File: config.mk
export PLATFORM = sky130hd
export DESIGN_NAME = rf_wport_arbiter
export DESIGN_NICKNAME = d
export VERILOG_FILES = /design/src/rtl/rf_wport_arbiter.sv
export SDC_FILE = /design/constraint.sdc
export NUM_CORES = 1
export LEC_CHECK = 0
export BUFFER_PORTS_ARGS = -buffer_cell sky130_fd_sc_hd__clkbuf_2
export CORE_AREA = 4 4 111 113
export CTS_BUF_LIST = sky130_fd_sc_hd__clkbuf_16
export CTS_CLUSTER_DIAMETER = 150
export CTS_CLUSTER_SIZE = 28
export DETAILED_ROUTE_END_ITERATION = 8
export DIE_AREA = 0 0 115 117
export GPL_TIMING_DRIVEN = 0
export PLACE_DENSITY = 0.7
export SLEW_MARGIN = 20
export SYNTH_ARGS = -nofsm -noshare
export SYNTH_HDL_FRONTEND = slang
export SYNTH_SLANG_ARGS = --single-unit
File: constraint.sdc
create_clock -name clk -period 7.3 [get_ports clk]
set_clock_uncertainty 0.2 [all_clocks]
set_input_delay 1.095 -clock clk [delete_from_list [all_inputs] [get_ports clk]]
set_output_delay 1.095 -clock clk [all_outputs]
set_load 0.01 [all_outputs]
File: src/rtl/rf_wport_arbiter.sv
// rf_wport_arbiter: shares the single regfile write port between the in-order
// write-back stage and a FIFO-buffered long-latency unit, and exports a
// scoreboard of long-op destinations still waiting to be written.
// Optional feature macro: RF_ARB_STARVE_GUARD_EN (starvation counter + forced drain).
module rf_wport_arbiter #(
  parameter int unsigned FIFO_DEPTH   = 2,
  parameter int unsigned STARVE_LIMIT = 4
) (
  input  logic        clk,
  input  logic        resetn,
  input  logic        ws_rf_we,
  input  logic [4:0]  ws_rf_waddr,
  input  logic [31:0] ws_rf_wdata,
  output logic        ws_stall,
  input  logic        lu_valid,
  output logic        lu_ready,
  input  logic [4:0]  lu_waddr,
  input  logic [31:0] lu_wdata,
  input  logic        lu_issue,
  input  logic [4:0]  lu_issue_dest,
  output logic [31:0] sb_busy,
  output logic        rf_we,
  output logic [4:0]  rf_waddr,
  output logic [31:0] rf_wdata
);

  localparam int unsigned PtrW = $clog2(FIFO_DEPTH);
  localparam int unsigned CntW = PtrW + 1;
  localparam logic [CntW-1:0] DepthCnt = CntW'(FIFO_DEPTH);

  logic [4:0]      fifo_addr_q [FIFO_DEPTH];
  logic [31:0]     fifo_data_q [FIFO_DEPTH];
  logic [PtrW-1:0] rd_ptr_q, wr_ptr_q;
  logic [CntW-1:0] count_q, count_d;
  logic [31:0]     sb_q, sb_d;
  logic            fifo_nonempty, push, pop, fifo_win, starve_hit;
  logic [4:0]      head_addr;
  logic [31:0]     head_data;

  assign fifo_nonempty = (count_q != '0);
  assign head_addr     = fifo_addr_q[rd_ptr_q];
  assign head_data     = fifo_data_q[rd_ptr_q];
  // Credit comes from the registered count only; a same-cycle pop frees nothing.
  assign lu_ready      = resetn && (count_q < DepthCnt);
  assign push          = lu_valid && lu_ready;
  assign fifo_win      = fifo_nonempty && (!ws_rf_we || starve_hit);
  assign pop           = fifo_win;
  assign sb_busy       = sb_q;

`ifdef RF_ARB_STARVE_GUARD_EN
  localparam logic [3:0] StarveMax = 4'(STARVE_LIMIT);
  logic [3:0] starve_cnt_q, starve_cnt_d;

  assign starve_hit = (starve_cnt_q == StarveMax);

  // Count write-back wins while the FIFO waits; any FIFO grant or an empty FIFO clears it.
  always_comb begin
    starve_cnt_d = starve_cnt_q;
    if (!fifo_nonempty || fifo_win) begin
      starve_cnt_d = '0;
    end else if (ws_rf_we) begin
      starve_cnt_d = starve_cnt_q + 4'd1;
    end
  end

  // Starvation counter register.
  always_ff @(posedge clk or negedge resetn) begin
    if (!resetn) begin
      starve_cnt_q <= '0;
    end else begin
      starve_cnt_q <= starve_cnt_d;
    end
  end
`else
  // Without the guard the FIFO only drains in write-back bubbles.
  assign starve_hit = 1'b0;
`endif

  // Grant mux: the FIFO head overrides write-back when it wins; r0 never writes.
  always_comb begin
    rf_we    = 1'b0;
    rf_waddr = ws_rf_waddr;
    rf_wdata = ws_rf_wdata;
    ws_stall = 1'b0;
    if (fifo_win) begin
      rf_waddr = head_addr;
      rf_wdata = head_data;
      rf_we    = (head_addr != 5'd0);
      // A FIFO win against an active write-back only happens on a forced drain.
      ws_stall = ws_rf_we;
    end else begin
      rf_we = ws_rf_we && (ws_rf_waddr != 5'd0);
    end
    if (!resetn) begin
      rf_we    = 1'b0;
      ws_stall = 1'b0;
    end
  end

  // FIFO occupancy next state.
  always_comb begin
    count_d = count_q + CntW'(push) - CntW'(pop);
  end

  // Scoreboard next state; a same-cycle issue wins over the pop clear.
  always_comb begin
    sb_d = sb_q;
    if (pop) begin
      sb_d[head_addr] = 1'b0;
    end
    if (lu_issue && (lu_issue_dest != 5'd0)) begin
      sb_d[lu_issue_dest] = 1'b1;
    end
    sb_d[0] = 1'b0;
  end

  // FIFO pointers, occupancy and scoreboard registers.
  always_ff @(posedge clk or negedge resetn) begin
    if (!resetn) begin
      rd_ptr_q <= '0;
      wr_ptr_q <= '0;
      count_q  <= '0;
      sb_q     <= '0;
    end else begin
      count_q <= count_d;
      sb_q    <= sb_d;
      if (push) begin
        wr_ptr_q <= wr_ptr_q + PtrW'(1);
      end
      if (pop) begin
        rd_ptr_q <= rd_ptr_q + PtrW'(1);
      end
    end
  end

  // FIFO storage; contents are meaningless while count is zero, so no reset.
  always_ff @(posedge clk) begin
    if (push) begin
      fifo_addr_q[wr_ptr_q] <= lu_waddr;
      fifo_data_q[wr_ptr_q] <= lu_wdata;
    end
  end

endmodule
# Yosys cells after proc, flatten, opt, wreduce, memory -nomap -nowiden
# Memory sizes are Yosys's and may differ from the RTL's.
# Index checks and enable logic that the tools add are counted.
dict set report op_classes {
  n_addsub 4
  magnitude_cmp 5
  n_mux 14
  bitwise_logic 3
  n_reduce_logical 12
}
# operator n
set op_table {}
lappend op_table {{two-way mux 32 bit} 3}
lappend op_table {{bitwise AND 32 bit} 1}
lappend op_table {{NOT 32 bit} 1}
lappend op_table {{OR 32 bit} 1}
lappend op_table {{nonzero test 5 bit} 3}
lappend op_table {{< comparator 5 x 6 -> 1 bit, second input constant} 2}
lappend op_table {{demux 1 bit (select 5 bit)} 2}
lappend op_table {{greater-or-equal comparator 5 x 1 -> 1 bit, second input constant} 2}
lappend op_table {{two-way mux 1 bit} 8}
lappend op_table {{logical AND 1 bit} 7}
lappend op_table {{two-way mux 5 bit} 1}
lappend op_table {{adder 1 bit, second input constant} 2}
lappend op_table {{adder 2 x 1 -> 2 bit} 1}
lappend op_table {{< comparator 2 bit, second input constant} 1}
lappend op_table {{nonzero test 2 bit} 1}
lappend op_table {{subtractor 2 x 1 -> 2 bit} 1}
lappend op_table {{zero test 1 bit} 1}
dict set report word_totals {
  ff_bits 35
  ram_bits 74
  inputBits 84
  output_inout_bits 72
  wordCells 44
  mem_count 2
}
# memory words word_bits rd rd_clocked_by_memory_dff wr line_no
set mem_list {}
lappend mem_list {fifo_data_q 2 32 1 0 1 32} ;# logic [31:0] fifo_data_q [FIFO_DEPTH];
lappend mem_list {fifo_addr_q 2 5 1 0 1 31} ;# logic [4:0] fifo_addr_q [FIFO_DEPTH];

# Logic depth before layout (Yosys ltp)
# Gate-level depths: netlist (run 1).
# An unclocked memory read counts as a cell.
dict set report logic_depth {
  depth_word 10
  mapped_depth 8
  mapped_depth_nobuf 7
}

# Worst setup path after synthesis (run 1)
# OpenSTA, ideal clock, no wires.
dict set report synth_path {
  path_kind {input to register}
  startpoint {input port resetn}
  endpoint {memory fifo_addr_q[0][0], enable pin}
  arrival_time_ps 3093
  required_ps 6669
  path_slack_ps 3575
  path_stages 3
  path_buffers 0
  path_cell_list {nor2b_1 nand2_1 nor2_1}
}
dict set report synth_via {
  elab_chain_cells 4
}
# element line_no
set synth_lines {}
lappend synth_lines {{start: declaration} 10} ;# input logic resetn,
lappend synth_lines {{logical AND 1 bit} 44} ;# assign lu_ready = resetn && (count_q < DepthCnt);
lappend synth_lines {{logical AND 1 bit} 45} ;# assign push = lu_valid && lu_ready;
lappend synth_lines {{two-way mux 1 bit} 138} ;# if (push) begin
lappend synth_lines {{two-way mux 1 bit (not written as such)} 139} ;# fifo_addr_q[wr_ptr_q] <= lu_waddr;
lappend synth_lines {{end: declaration} 31}
# No other way between the ends.

# Worst setup path in the final report (run 1)
dict set report layout_path {
  startpoint {input port resetn}
  endpoint {output port rf_we}
}
dict set report layout_via {
  elab_chain_cells 1
}
# element line_no
set layout_lines {}
lappend layout_lines {{two-way mux 1 bit} 94} ;# if (!resetn) begin
lappend layout_lines {{end: declaration} 22} ;# output logic rf_we,
# No other way between the ends.

==> metrics.sh, run 1 <==
OUTCOME='completed'
FLOORPLAN.DIE_AREA_MM2=0.0135
SUMMED_INSTANCE_AREA_OF_THE_SYNTHESIZED_NETLIST_MM2=0.00499
FP.DIEH_UM=117
PERIOD_NEEDED_NS=3.69
MAXCLOCKFREQUENCY_MHz=271
SYN-INSTANCE-COUNT=397
VDD_DROP_MAX_V=0.000197
POSTSYNTHREGISTERBITS=109
ANTENNA-DIODE-COUNT=0
LAYOUT.CELLS.MOST_COMMON_LIST='153 x sky130_fd_sc_hd__clkbuf_2, 74 x sky130_fd_sc_hd__edfxtp_1, 55 x sky130_fd_sc_hd__o21ai_0'
PLACE.PORT_BUFFERS=153
DRT-WIRELENGTH-PER-CELL_UM=18.0
POSTSYNTH.ASYNCRESETSHARE_PCT=32.1
SLEW_VIOLATIONS=0
FINAL-SETUP-VIOL-COUNT=0
AREA.GROWTH.SYNTH_TO_FINAL_PCT=26.0
GRT_PASS1_VIAS=3861
POWER_DENSITY_mW_PER_MM2=301
HOLD_PATH_CLASS='reg -> reg'
CLOCK_ROOT_BUFFER='sky130_fd_sc_hd__clkbuf_16'
TIMING.CRITICAL_PATH.CELLS='clkbuf_2 -> o31ai_1 -> a221oi_1 -> clkbuf_2'
MOST_COMMON_CELL_AFTER_LAYOUT_FILL_AND_TAPS_ASIDE='sky130_fd_sc_hd__clkbuf_2'
CRITICAL_PATH_ARRIVAL_NS=2.40
TIMING_WORST_SETUP_PATH_TYPE='in -> out'
INITIAL_ANTENNA_VIOLATION_COUNT=0
GRT_SETUP_UNREPAIRED='no'
CLK_TRANSITION_REPORTED_PATHS_NS=0.07
INITIAL_CORE_UTIL_PCT=44.1
DRT-VIAS-PER-INSTANCE=5.50
WORST_PATH_MAX_DELAY_CELL='sky130_fd_sc_hd__clkbuf_2'
CTS_MAX_LEVEL=3
SYNTHESIS.AREA_PER_INSTANCE_UM2=12.6
CP_COMMON_CELL='sky130_fd_sc_hd__clkbuf_2'
IOPINCOUNT=156
CRITPATHREQUIREDTIME_NS=6.00
REG2REG_SETUP_SLACK_NS=4.74
REPORT.FINAL.HOLD_VIOL_COUNT=0
GRT_PASS1_WL_UM=19800
CTSRESIZECOUNT=0
ROUTED-VIA-COUNT=3913
TIGHTESTPINTRANSITION_NS=0.948
WORST_SKEW_PAIR.LATE_LATENCY_NS=0.34
LAYOUT.NETS=650
GR-USAGE-ALL-LAYERS_PCT=18.9
POSTROUTEANTENNANETS=0
YS.WARNINGS.COUNT=0
POST-SYNTH-TOP-AREA-FRACTION_PCT=44.6
SETUP.WORST_PATH.END_CLASS='output port'
MOST_AREA_HUNGRY_CELL_TYPE_IN_THE_YOSYS_NETLIST='sky130_fd_sc_hd__edfxtp_1'
GR-TOTAL-OVERFLOW=0
POST_ROUTE_CELLS_DRIVE_ABOVE_1_SHARE_PCT=35.1
PLACER_CONGESTION_ESTIMATE=0.873
SYNTH_EDF_COUNT=74
NUMCTSBUFFERS=9
CRIT_PATH_START_KIND='input port'
TRITONCTS='built'
HOLD_BUF_CTS=0
STD_CELL_ROWS=39
CLKSINKCOUNT=109
ROUTE.DETAILED.DRC=0
DP_HPWL_UM=9440
YOSYS.CELL_TYPES.COUNT=39
MIN_PERIOD_OVER_PERIOD_PCT=50.6
NETLIST_TOP_CELLS_AREA='sky130_fd_sc_hd__edfxtp_1 45%, sky130_fd_sc_hd__dfrtp_1 18%, sky130_fd_sc_hd__mux2i_1 7.2%'
HOLD_WS_NS=0.345
ROUTED_WL_UM=12800
PLACEABLECOREAREA_MM2=0.0113
CTS_POST_SETUP_BUFFERS_INSERTED=0
TIMING.SETUP.TNS_NS=0
YOSYS_MOST_USED_DFF='sky130_fd_sc_hd__edfxtp_1'
TIMING.SLEW.HEADROOM_PCT=36.8
DRT_PRE_ANTENNA_ITERS=4
CLOCK_TREE.BUFFER_DEPTH=2
P_LEAK_uW=0.00278
SYNTH-SEQ-AREA-SHARE_PCT=62.1
CRITICAL-PATH-MAX-STAGE-DELAY_NS=0.70
FIRST_ITER_VIOLATIONS=311
CRITICAL_PATH.MAX_FANOUT=37
GRT_MAX_DEGREE=38
CHIPWIDTH_UM=115
MAXCAPVIOLCOUNT=0
final timing paths:
| kind | startpoint | end | cells after the start |
|---|---|---|---|
| worst min register to register | count_q[1] | count_q[1] | 1 |
| min in group asynchronous | resetn | sb_busy[31] | 1 |
| worst min-delay path | count_q[1] | count_q[1] | 1 |
| worst max register to register | count_q[1] | count_q[1] | 8 |
| max in group asynchronous | resetn | sb_busy[4] | 1 |
| worst max-delay path | resetn | rf_we | 4 |
final cells by class:
cell class | instances | area, µm²
Timing Repair Buffer | 155 | 806
Clock buffer | 9 | 225
Tap cell | 143 | 179
Buffer | 23 | 126
Clock inverter | 7 | 76.3
Sequential cell | 109 | 3100
Multi-Input combinational cell | 233 | 1650
Inverter | 33 | 124
Fill cell | 958 | 5030
per-layer routing:
layer,wire (µm),GRT usage [%],vias up
li1,-,-,1821
met1,5350,23.8,1903
met2,6290,31.9,175
met3,1050,4.73,14
met4,156,6.81,0
met5,0,0,-
sequential cells by signal, summed over array words and instances (netlist names):
signal and cells:
count_q 2, wr_ptr_q 1, rd_ptr_q 1, fifo_addr_q 10
sb_busy 31, fifo_data_q 64
worst max-delay path, delay by kind of cell:
| kind | cells | cell delay [ns] |
|---|---|---|
| AO/OA/AOI/OAI | 2 | 0.41 |
| buffers and inverters | 2 | 0.88 |
report_power, final:
group          internal (µW)  switching, µW  leakage [µW]  total, µW
clock network            245            242      0.000149        486
registers                730           38.0      0.000993        768
logic                    269            368       0.00164        636
total                   1240            647       0.00278       1890
per-stage QoR:
stage          power (µW)  cells  area, µm²  setup WS (ns)  util [%]
2_1_floorplan        1190    398       4990           3.58         -
3_3_place_gp         1400    694       5940           1.92      52.4
3_5_place_dp         1420    696       5980           3.55      52.9
4_1_cts              1910    712       6290           3.55      55.5
5_1_grt              1990    712       6290           3.43      55.5
6_report             1890    712       6290           3.61      55.5
cell families (layout without fill, tap and decap cells):
group	count (synthesis)	in the layout	share of synthesized area (%)
mux	39	39	7.90
xor+xnor	4	4	0.702
flops	109	109	62.1
other cells	1	2	0.0752
buf+inv	56	227	5.02
compound gates	110	110	15.1
simple gates	76	76	8.56
fa+ha+maj	2	2	0.502
cell usage after synthesis (3+ instances only):
library cell	number
sky130_fd_sc_hd__mux2_2	3
sky130_fd_sc_hd__xnor2_1	4
sky130_fd_sc_hd__a32oi_1	31
sky130_fd_sc_hd__buf_2	5
sky130_fd_sc_hd__clkbuf_1	5
sky130_fd_sc_hd__inv_1	32
sky130_fd_sc_hd__buf_1	5
sky130_fd_sc_hd__nor4bb_1	3
sky130_fd_sc_hd__mux2i_1	36
sky130_fd_sc_hd__o21ai_1	10
sky130_fd_sc_hd__o21ai_0	55
sky130_fd_sc_hd__edfxtp_1	74
sky130_fd_sc_hd__nand3b_1	7
sky130_fd_sc_hd__nor2b_1	3
sky130_fd_sc_hd__a211oi_2	7
sky130_fd_sc_hd__or3b_1	7
sky130_fd_sc_hd__buf_4	7
sky130_fd_sc_hd__and4b_1	3
sky130_fd_sc_hd__dfrtp_1	35
sky130_fd_sc_hd__nor2_1	6
sky130_fd_sc_hd__nand2_1	37
(Power assumes the default switching activity.)
==> run 2: changes to the inputs <==
Settings changed: PLACE_DENSITY 0.7 to 0.73.
Clock period 7.3 ns to 3.3 ns, I/O delays scaled along.
==> run 2 against run 1 <==
Non-clock buffer count grew 1; cell count grew 0.14%; first-iteration DRC count grew 25%; core utilization grew 0.29 points; clock power grew 130%; critical path type is now reg -> out; critical endpoint is now rf_wdata[13].
==> metrics.sh, run 2 (synthesized netlist as in run 1, its figures left out) <==
DRT-WIRELENGTH-PER-CELL_UM=18.1  # was 18.0 µm
PLACER_CONGESTION_ESTIMATE=0.878  # was 0.873
FINAL_STD_CELLS_W_O_FILL=713  # was 712
DRT_PRE_ANTENNA_ITERS=5  # was 4
POWER_DENSITY_mW_PER_MM2=668  # was 301 mW/mm²
GR-USAGE-ALL-LAYERS_PCT=19.4  # was 18.9%
R2R-START='count_q[1]'  # unchanged
SLEW_VIOLATIONS=0  # unchanged
PLACEDCELLCOUNT=697  # was 696
INITIAL_CORE_UTIL_PCT=44.1  # unchanged
POSTROUTEANTENNANETS=0  # unchanged
OUTCOME='completed'  # unchanged
CPLARGESTDELAYFAMILY='buffers and inverters'  # unchanged
CRIT_PATH_START_KIND='flop'  # was input port
CRITICAL_PATH.STARTPOINT='count_q[1]'  # was resetn
HOLD_BUF_CTS=0  # unchanged
NUMCTSBUFFERS=9  # unchanged
STD_CELL_ROWS=39  # unchanged
CLKSINKCOUNT=109  # unchanged
CP_COMMON_CELL='sky130_fd_sc_hd__buf_2'  # was sky130_fd_sc_hd__clkbuf_2
TIMING.CRITICAL_PATH.CELLS='o21bai_2 -> buf_2 -> buf_2 -> nand2_1 -> o21ai_0 -> clkbuf_2'  # was clkbuf_2 -> o31ai_1 -> a221oi_1 -> clkbuf_2
IOPINCOUNT=156  # unchanged
MAX_FFS_PER_REGISTER=64  # unchanged
WORST_PATH_MAX_DELAY_CELL='sky130_fd_sc_hd__dfrtp_1'  # was sky130_fd_sc_hd__clkbuf_2
PLACEABLECOREAREA_MM2=0.0113  # unchanged
FINALINSTANCEAREA_MM2=0.00632  # was 0.00629 mm²
WORST_PATH_BUFS_INVS=3  # was 2
CTS_MAX_LEVEL=3  # unchanged
REPORT.FINAL.HOLD_VIOL_COUNT=0  # unchanged
PLACE.PORT_BUFFERS=153  # unchanged
TIMING.SLEW.HEADROOM_PCT=37.7  # was 36.8%
R2R-END='count_q[1]'  # unchanged
DP_HPWL_UM=9500  # was 9440 µm
CTS_POST_SETUP_BUFFERS_INSERTED=0  # unchanged
CRITICAL_PATH_ARRIVAL_NS=2.16  # was 2.40 ns
MIN_PERIOD_OVER_PERIOD_PCT=86.6
CTSRESIZECOUNT=0  # unchanged
MOST_COMMON_CELL_AFTER_LAYOUT_FILL_AND_TAPS_ASIDE='sky130_fd_sc_hd__clkbuf_2'  # unchanged
GRT_PASS1_VIAS=3755  # was 3861
FIRST_ITER_VIOLATIONS=390  # was 311
SETUP.WORST_PATH.END_CLASS='output port'  # unchanged
DRT-VIAS-PER-INSTANCE=5.35  # was 5.50
FP.DIEH_UM=117  # unchanged
TIMING_WORST_SETUP_PATH_TYPE='reg -> out'  # was in -> out
P_LEAK_uW=0.00279  # was 0.00278 µW
GRT_SETUP_UNREPAIRED='no'  # unchanged
TIGHTESTPINTRANSITION_NS=0.934  # was 0.948 ns
CRITPATHCAPTURE='rf_wdata[13]'  # was rf_we
LAYOUT.CELLS.MOST_COMMON_LIST='153 x sky130_fd_sc_hd__clkbuf_2, 74 x sky130_fd_sc_hd__edfxtp_1, 55 x sky130_fd_sc_hd__o21ai_0'  # unchanged
PERIOD_NEEDED_NS=2.86
ANTENNA-DIODE-COUNT=0  # unchanged
VDD_DROP_MAX_V=0.000430  # was 0.000197 V
CLK_TRANSITION_REPORTED_PATHS_NS=0.07  # about the same
GR-TOTAL-OVERFLOW=0  # unchanged
GRT_PASS1_WL_UM=19500  # was 19800 µm
CRITICAL_PATH.MAX_FANOUT=10  # was 37
CHIPWIDTH_UM=115  # unchanged
TRITONCTS='built'  # unchanged
CRITICAL_PATH_DEPTH=6  # was 4
MAXCAPVIOLCOUNT=0  # unchanged
HOLD_PATH_CLASS='in -> async'  # was reg -> reg
CLOCK_ROOT_BUFFER='sky130_fd_sc_hd__clkbuf_16'  # unchanged
BIGGEST_REGISTER='fifo_data_q'  # unchanged
CLOCK_TREE.BUFFER_DEPTH=2  # unchanged
INITIAL_ANTENNA_VIOLATION_COUNT=0  # unchanged
REG2REG_SETUP_SLACK_NS=0.80  # was 4.74 ns
CRITPATHREQUIREDTIME_NS=2.60  # was 6.00 ns
PLACEDINSTANCEAREA_MM2=0.00601  # was 0.00598 mm²
POST_ROUTE_CELLS_DRIVE_ABOVE_1_SHARE_PCT=35.1  # about the same
LAYOUT.NETS=651  # was 650
WORST_SKEW_PAIR.LATE_LATENCY_NS=0.35  # was 0.34 ns
AREA.GROWTH.SYNTH_TO_FINAL_PCT=26.7  # was 26.0%
ROUTED-VIA-COUNT=3818  # was 3913
MAXCLOCKFREQUENCY_MHz=350
GRT_MAX_DEGREE=38  # unchanged
ROUTED_WL_UM=12900  # was 12800 µm
FLOORPLAN.DIE_AREA_MM2=0.0135  # unchanged
ROUTE.DETAILED.DRC=0  # unchanged
FINAL-SETUP-VIOL-COUNT=0  # unchanged
TIMING.REG2REG.WORST_PATH_DEPTH=8  # unchanged
CRITICAL-PATH-MAX-STAGE-DELAY_NS=0.43  # was 0.70 ns
==> run 2: area by class of cell <==
class / instances / area [µm²]
Buffer: 23 / 126
Clock buffer: 9 / 225
Clock inverter: 7 / 81.3
Fill cell: 979 / 5000
Inverter: 33 / 124
Multi-Input combinational cell: 233 / 1650
Sequential cell: 109 / 3100
Tap cell: 143 / 179
Timing Repair Buffer: 156 / 833
==> run 2: worst reg2reg max path, stage by stage (launching register included) <==
cell and delay (ns):
sky130_fd_sc_hd__dfrtp_1 0.43, sky130_fd_sc_hd__o21bai_2 0.37, sky130_fd_sc_hd__clkbuf_1 0.46, sky130_fd_sc_hd__inv_2 0.15, sky130_fd_sc_hd__ha_1 0.32, sky130_fd_sc_hd__inv_1 0.04
sky130_fd_sc_hd__ha_1 0.18, sky130_fd_sc_hd__xnor2_1 0.16, sky130_fd_sc_hd__xnor2_1 0.13
==> run 2: worst min path at each step <==
| stage | startpoint | to | slack (ns) | depth (start not counted) |
|---|---|---|---|---|
| 2_1_floorplan | resetn | count_q[0] | -0.0006 | 0 |
| 3_3_place_gp | wr_ptr_q | wr_ptr_q | 0.28 | 1 |
| 3_5_place_dp | count_q[1] | count_q[1] | 0.33 | 1 |
| 4_1_cts | resetn | sb_busy[21] | 0.08 | 1 |
| 5_1_grt | lu_wdata[11] | fifo_data_q[1][11] | 0.11 | 1 |
| 6_report | resetn | sb_busy[20] | 0.07 | 1 |
==> run 2: report_power, final <==
group	internal, µW	switching, µW
Clock	601	505
Sequential	1620	83.2
Combinational	603	811
Total	2820	1400
==> run 2: layer usage <==
metal	wire [µm]	share of wire [%]	track usage (%)	vias up
met5	0	0	0	-
met4	315	2.4	8.37	0
met3	1270	9.8	6.32	24
met2	6210	48	32.4	194
met1	5120	40	23.1	1767
li1	-	-	-	1833
==> run 2: stage by stage <==
step / TNS, ns / power, µW / utilization [%] / hold slack, ns / setup WS (ns)
floorplan: 0 / 2630 / - / -0.000591 / 0.175
global placement: -66.63 / 3080 / 52.4 / 0.280 / -1.50
detailed placement: 0 / 3150 / 53.1 / 0.330 / 0.460
CTS: 0 / 4260 / 55.8 / 0.0814 / 0.398
global route: 0 / 4470 / 55.8 / 0.109 / 0.273
finish: 0 / 4220 / 55.8 / 0.0688 / 0.442
==> run 3: changes to the inputs <==
Settings changed: BUFFER_PORTS_ARGS -buffer_cell sky130_fd_sc_hd__clkbuf_2 to default, DONT_BUFFER_PORTS from default to 1, PLACE_DENSITY 0.73 to default, SLEW_MARGIN 20 to default.
==> run 3 against run 2 <==
Routed wire length decreased by 9.9%; register-to-register slack improved by 0.11 ns; core utilization decreased by 7.0 points; fmax increased by 3.2%; count of clock-buffer cells in the layout unchanged; largest cell class unchanged; combinational power decreased by 18%; first-iteration DRC count decreased by 52%; die area unchanged; via count decreased by 15%; worst setup slack improved by 0.088 ns; clock power decreased by 10%; total power decreased by 8.2%.
==> metrics.sh, run 3 (synthesized netlist as in run 1, its figures left out) <==
DRT-WIRELENGTH-PER-CELL_UM=20.7  # was 18.1 µm
FIN_UTIL_PCT=48.9  # was 55.8%
P_COMB_SHARE_PCT=30.0  # was 33.5%
WORST_HOLD_PATH.NUM_CELLS=0
REG2REG_SETUP_SLACK_NS=0.91  # was 0.80 ns
WORST_PATH_MAX_DELAY_CELL='sky130_fd_sc_hd__dfrtp_1'  # unchanged
POSTROUTEANTENNANETS=0  # unchanged
NUMCTSBUFFERS=9  # unchanged
TIMING_WORST_SETUP_PATH_TYPE='reg -> out'  # unchanged
CLK_TRANSITION_REPORTED_PATHS_NS=0.07  # about the same
LAYOUT.NETS=499  # was 651
TIMING.HOLD.WORST.START='lu_wdata[20]'
CHIPWIDTH_UM=115  # unchanged
AREA.GROWTH.SYNTH_TO_FINAL_PCT=10.9  # was 26.7%
GRT_SETUP_UNREPAIRED='no'  # unchanged
FIRST_ITER_VIOLATIONS=186  # was 390
P_LEAK_uW=0.00216  # was 0.00279 µW
CTS_MAX_LEVEL=3  # unchanged
CP_COMMON_CELL='sky130_fd_sc_hd__buf_2'  # unchanged
GR-TOTAL-OVERFLOW=0  # unchanged
POST_ROUTE_CELLS_DRIVE_ABOVE_1_SHARE_PCT=11.0  # was 35.1%
TIMING.SLEW.HEADROOM_PCT=51.3  # was 37.7%
CLOCK_TREE.BUFFER_DEPTH=2  # unchanged
TRITONCTS='built'  # unchanged
CRITPATHREQUIREDTIME_NS=2.60  # about the same
TIGHTESTPINTRANSITION_NS=0.720  # was 0.934 ns
IOPINCOUNT=156  # unchanged
PLACEABLECOREAREA_MM2=0.0113  # unchanged
HOLD_PATH_CLASS='in -> reg'  # was in -> async
R2R-END='count_q[1]'  # unchanged
GR-USAGE-MET2_PCT=28.0  # was 32.4%
INITIAL_ANTENNA_VIOLATION_COUNT=0  # unchanged
MIN_PERIOD_OVER_PERIOD_PCT=83.9  # was 86.6%
STD_CELL_ROWS=39  # unchanged
MAXCAPVIOLCOUNT=0  # unchanged
CRITICAL-PATH-MAX-STAGE-DELAY_NS=0.44  # was 0.43 ns
ANTENNA-DIODE-COUNT=0  # unchanged
PLACE.PORT_BUFFERS=0  # was 153
GRT_PASS1_VIAS=3367  # was 3755
CTS_POST_SETUP_BUFFERS_INSERTED=0  # unchanged
CLKSINKCOUNT=109  # unchanged
ROUTE.DETAILED.DRC=0  # unchanged
CRITICAL_PATH.MAX_FANOUT=10  # unchanged
SLEW_VIOLATIONS=0  # unchanged
LAYOUT.CELLS.MOST_COMMON_LIST='74 x sky130_fd_sc_hd__edfxtp_1, 55 x sky130_fd_sc_hd__o21ai_0, 37 x sky130_fd_sc_hd__nand2_1'  # was 153 x sky130_fd_sc_hd__clkbuf_2, 74 x sky130_fd_sc_hd__edfxtp_1, 55 x sky130_fd_sc_hd__o21ai_0
ROUTED-VIA-COUNT=3236  # was 3818
BIGGEST_REGISTER='fifo_data_q'  # unchanged
PWR-SHARE-SEQ_PCT=44.3  # was 40.3%
PERIOD_NEEDED_NS=2.77  # was 2.86 ns
OUTCOME='completed'  # unchanged
P_SW_uW=1290  # was 1400 µW
TIMING.CRITICAL_PATH.CELLS='o21bai_2 -> buf_2 -> buf_2 -> nand2_1 -> o21ai_0'  # was o21bai_2 -> buf_2 -> buf_2 -> nand2_1 -> o21ai_0 -> clkbuf_2
LAYOUT.FILLER_CELLS=1015  # was 979
DRT-VIAS-PER-INSTANCE=5.77  # was 5.35
MOST_COMMON_CELL_AFTER_LAYOUT_FILL_AND_TAPS_ASIDE='sky130_fd_sc_hd__edfxtp_1'  # was sky130_fd_sc_hd__clkbuf_2
GRT_MAX_DEGREE=37  # was 38
FLOORPLAN.DIE_AREA_MM2=0.0135  # unchanged
DRT_PRE_ANTENNA_ITERS=4  # was 5
POWER_DENSITY_mW_PER_MM2=700  # was 668 mW/mm²
FP.DIEH_UM=117  # unchanged
GRT.BUSIEST_LAYER='met2'  # unchanged
WORST_SKEW_PAIR.LATE_LATENCY_NS=0.34  # was 0.35 ns
VDD_DROP_MAX_V=0.000395  # was 0.000430 V
FINAL-SETUP-VIOL-COUNT=0  # unchanged
CRIT_PATH_START_KIND='flop'  # unchanged
DP_HPWL_UM=8360  # was 9500 µm
HOLD_PATH_END='fifo_data_q[1][20]'
MAXCLOCKFREQUENCY_MHz=361  # was 350 MHz
GR-USAGE-ALL-LAYERS_PCT=17.7  # was 19.4%
GRT_PASS1_WL_UM=18000  # was 19500 µm
INTERNAL_CELL_POWER_uW=2580  # was 2820 µW
CRITICAL_PATH_ARRIVAL_NS=2.07  # was 2.16 ns
MAX_FFS_PER_REGISTER=64  # unchanged
INITIAL_CORE_UTIL_PCT=44.1  # unchanged
GRT_UTIL_MET3_PCT=7.20  # was 6.32%
SETUP.WORST_PATH.END_CLASS='output port'  # unchanged
GROUTE.LAYER.MET1.USAGE_PCT=21.0  # was 23.1%
SWITCHING_SHARE_PCT=33.3  # was 33.2%
P_TOTAL_uW=3870  # was 4220 µW
PLACER_CONGESTION_ESTIMATE=0.869  # was 0.878
TIMING.REG2REG.WORST_PATH_DEPTH=8  # unchanged
POWER_FRAC_CLOCK_PCT=25.7  # was 26.2%
CLOCK_ROOT_BUFFER='sky130_fd_sc_hd__clkbuf_16'  # unchanged
REPORT.FINAL.HOLD_VIOL_COUNT=0  # unchanged
ROUTED_WL_UM=11600  # was 12900 µm
R2R-START='count_q[1]'  # unchanged
run 3: cell type report:
cell class | instances | area [µm²] | share of cell area, %
Clock buffer | 9 | 225 | 4.07
Sequential cell | 109 | 3100 | 56.0
Inverter | 33 | 124 | 2.24
Tap cell | 143 | 179 | 3.23
Buffer | 23 | 126 | 2.28
Multi-Input combinational cell | 233 | 1650 | 29.9
Timing Repair Buffer | 4 | 77.6 | 1.40
Clock inverter | 7 | 50.0 | 0.905
run 3: repair_timing:
item                      in CTS  in global routing
resized for setup              0                  0
hold endpoints to repair      35                  0
hold buffers                   2                  0
run 3: power groups by stage:
stage	Clock, µW	Sequential [µW]	Combinational [µW]
4_1_cts	1020	1720	1190
6_report	996	1710	1160
5_1_grt	1090	1730	1290
3_3_place_gp	0	1740	1130
3_5_place_dp	0	1740	1170
2_1_floorplan	0	1720	914
run 3: worst max path at each step:
stage               startpoint                  to  cells after the start
floorplan               resetn   fifo_addr_q[0][0]                      3
global placement        resetn  fifo_data_q[0][16]                      3
detailed placement  count_q[1]         rf_waddr[0]                      5
CTS                 count_q[1]         rf_waddr[0]                      5
global route        count_q[1]         rf_wdata[4]                      5
finish              count_q[1]         rf_waddr[0]                      5
run 3: worst max-delay path: cells and delay by family (launching register included):
kind,cells,cell delay [ns]
flops,1,0.44
compound gates,2,0.53
buf+inv,2,0.67
simple gates,1,0.08
run 3: through the flow:
stage	instances	setup TNS [ns]	hold slack, ns	cell area, µm²	worst slack (ns)
after floorplan	398	0	-0.000591	4990	0.175
after global placement	541	-32.36	0.000762	5170	-0.877
after detailed placement	543	0	0.000855	5230	0.811
after CTS	561	0	0.0260	5530	0.421
after global routing	561	0	0.0165	5530	0.334
final	561	0	0.0404	5530	0.530
run 3: routing by layer:
| layer | vias to the layer above | routed length [µm] |
|---|---|---|
| met5 | - | 0 |
| met3 | 17 | 1220 |
| met4 | 0 | 257 |
| li1 | 1524 | - |
| met1 | 1554 | 4640 |
| met2 | 141 | 5510 |
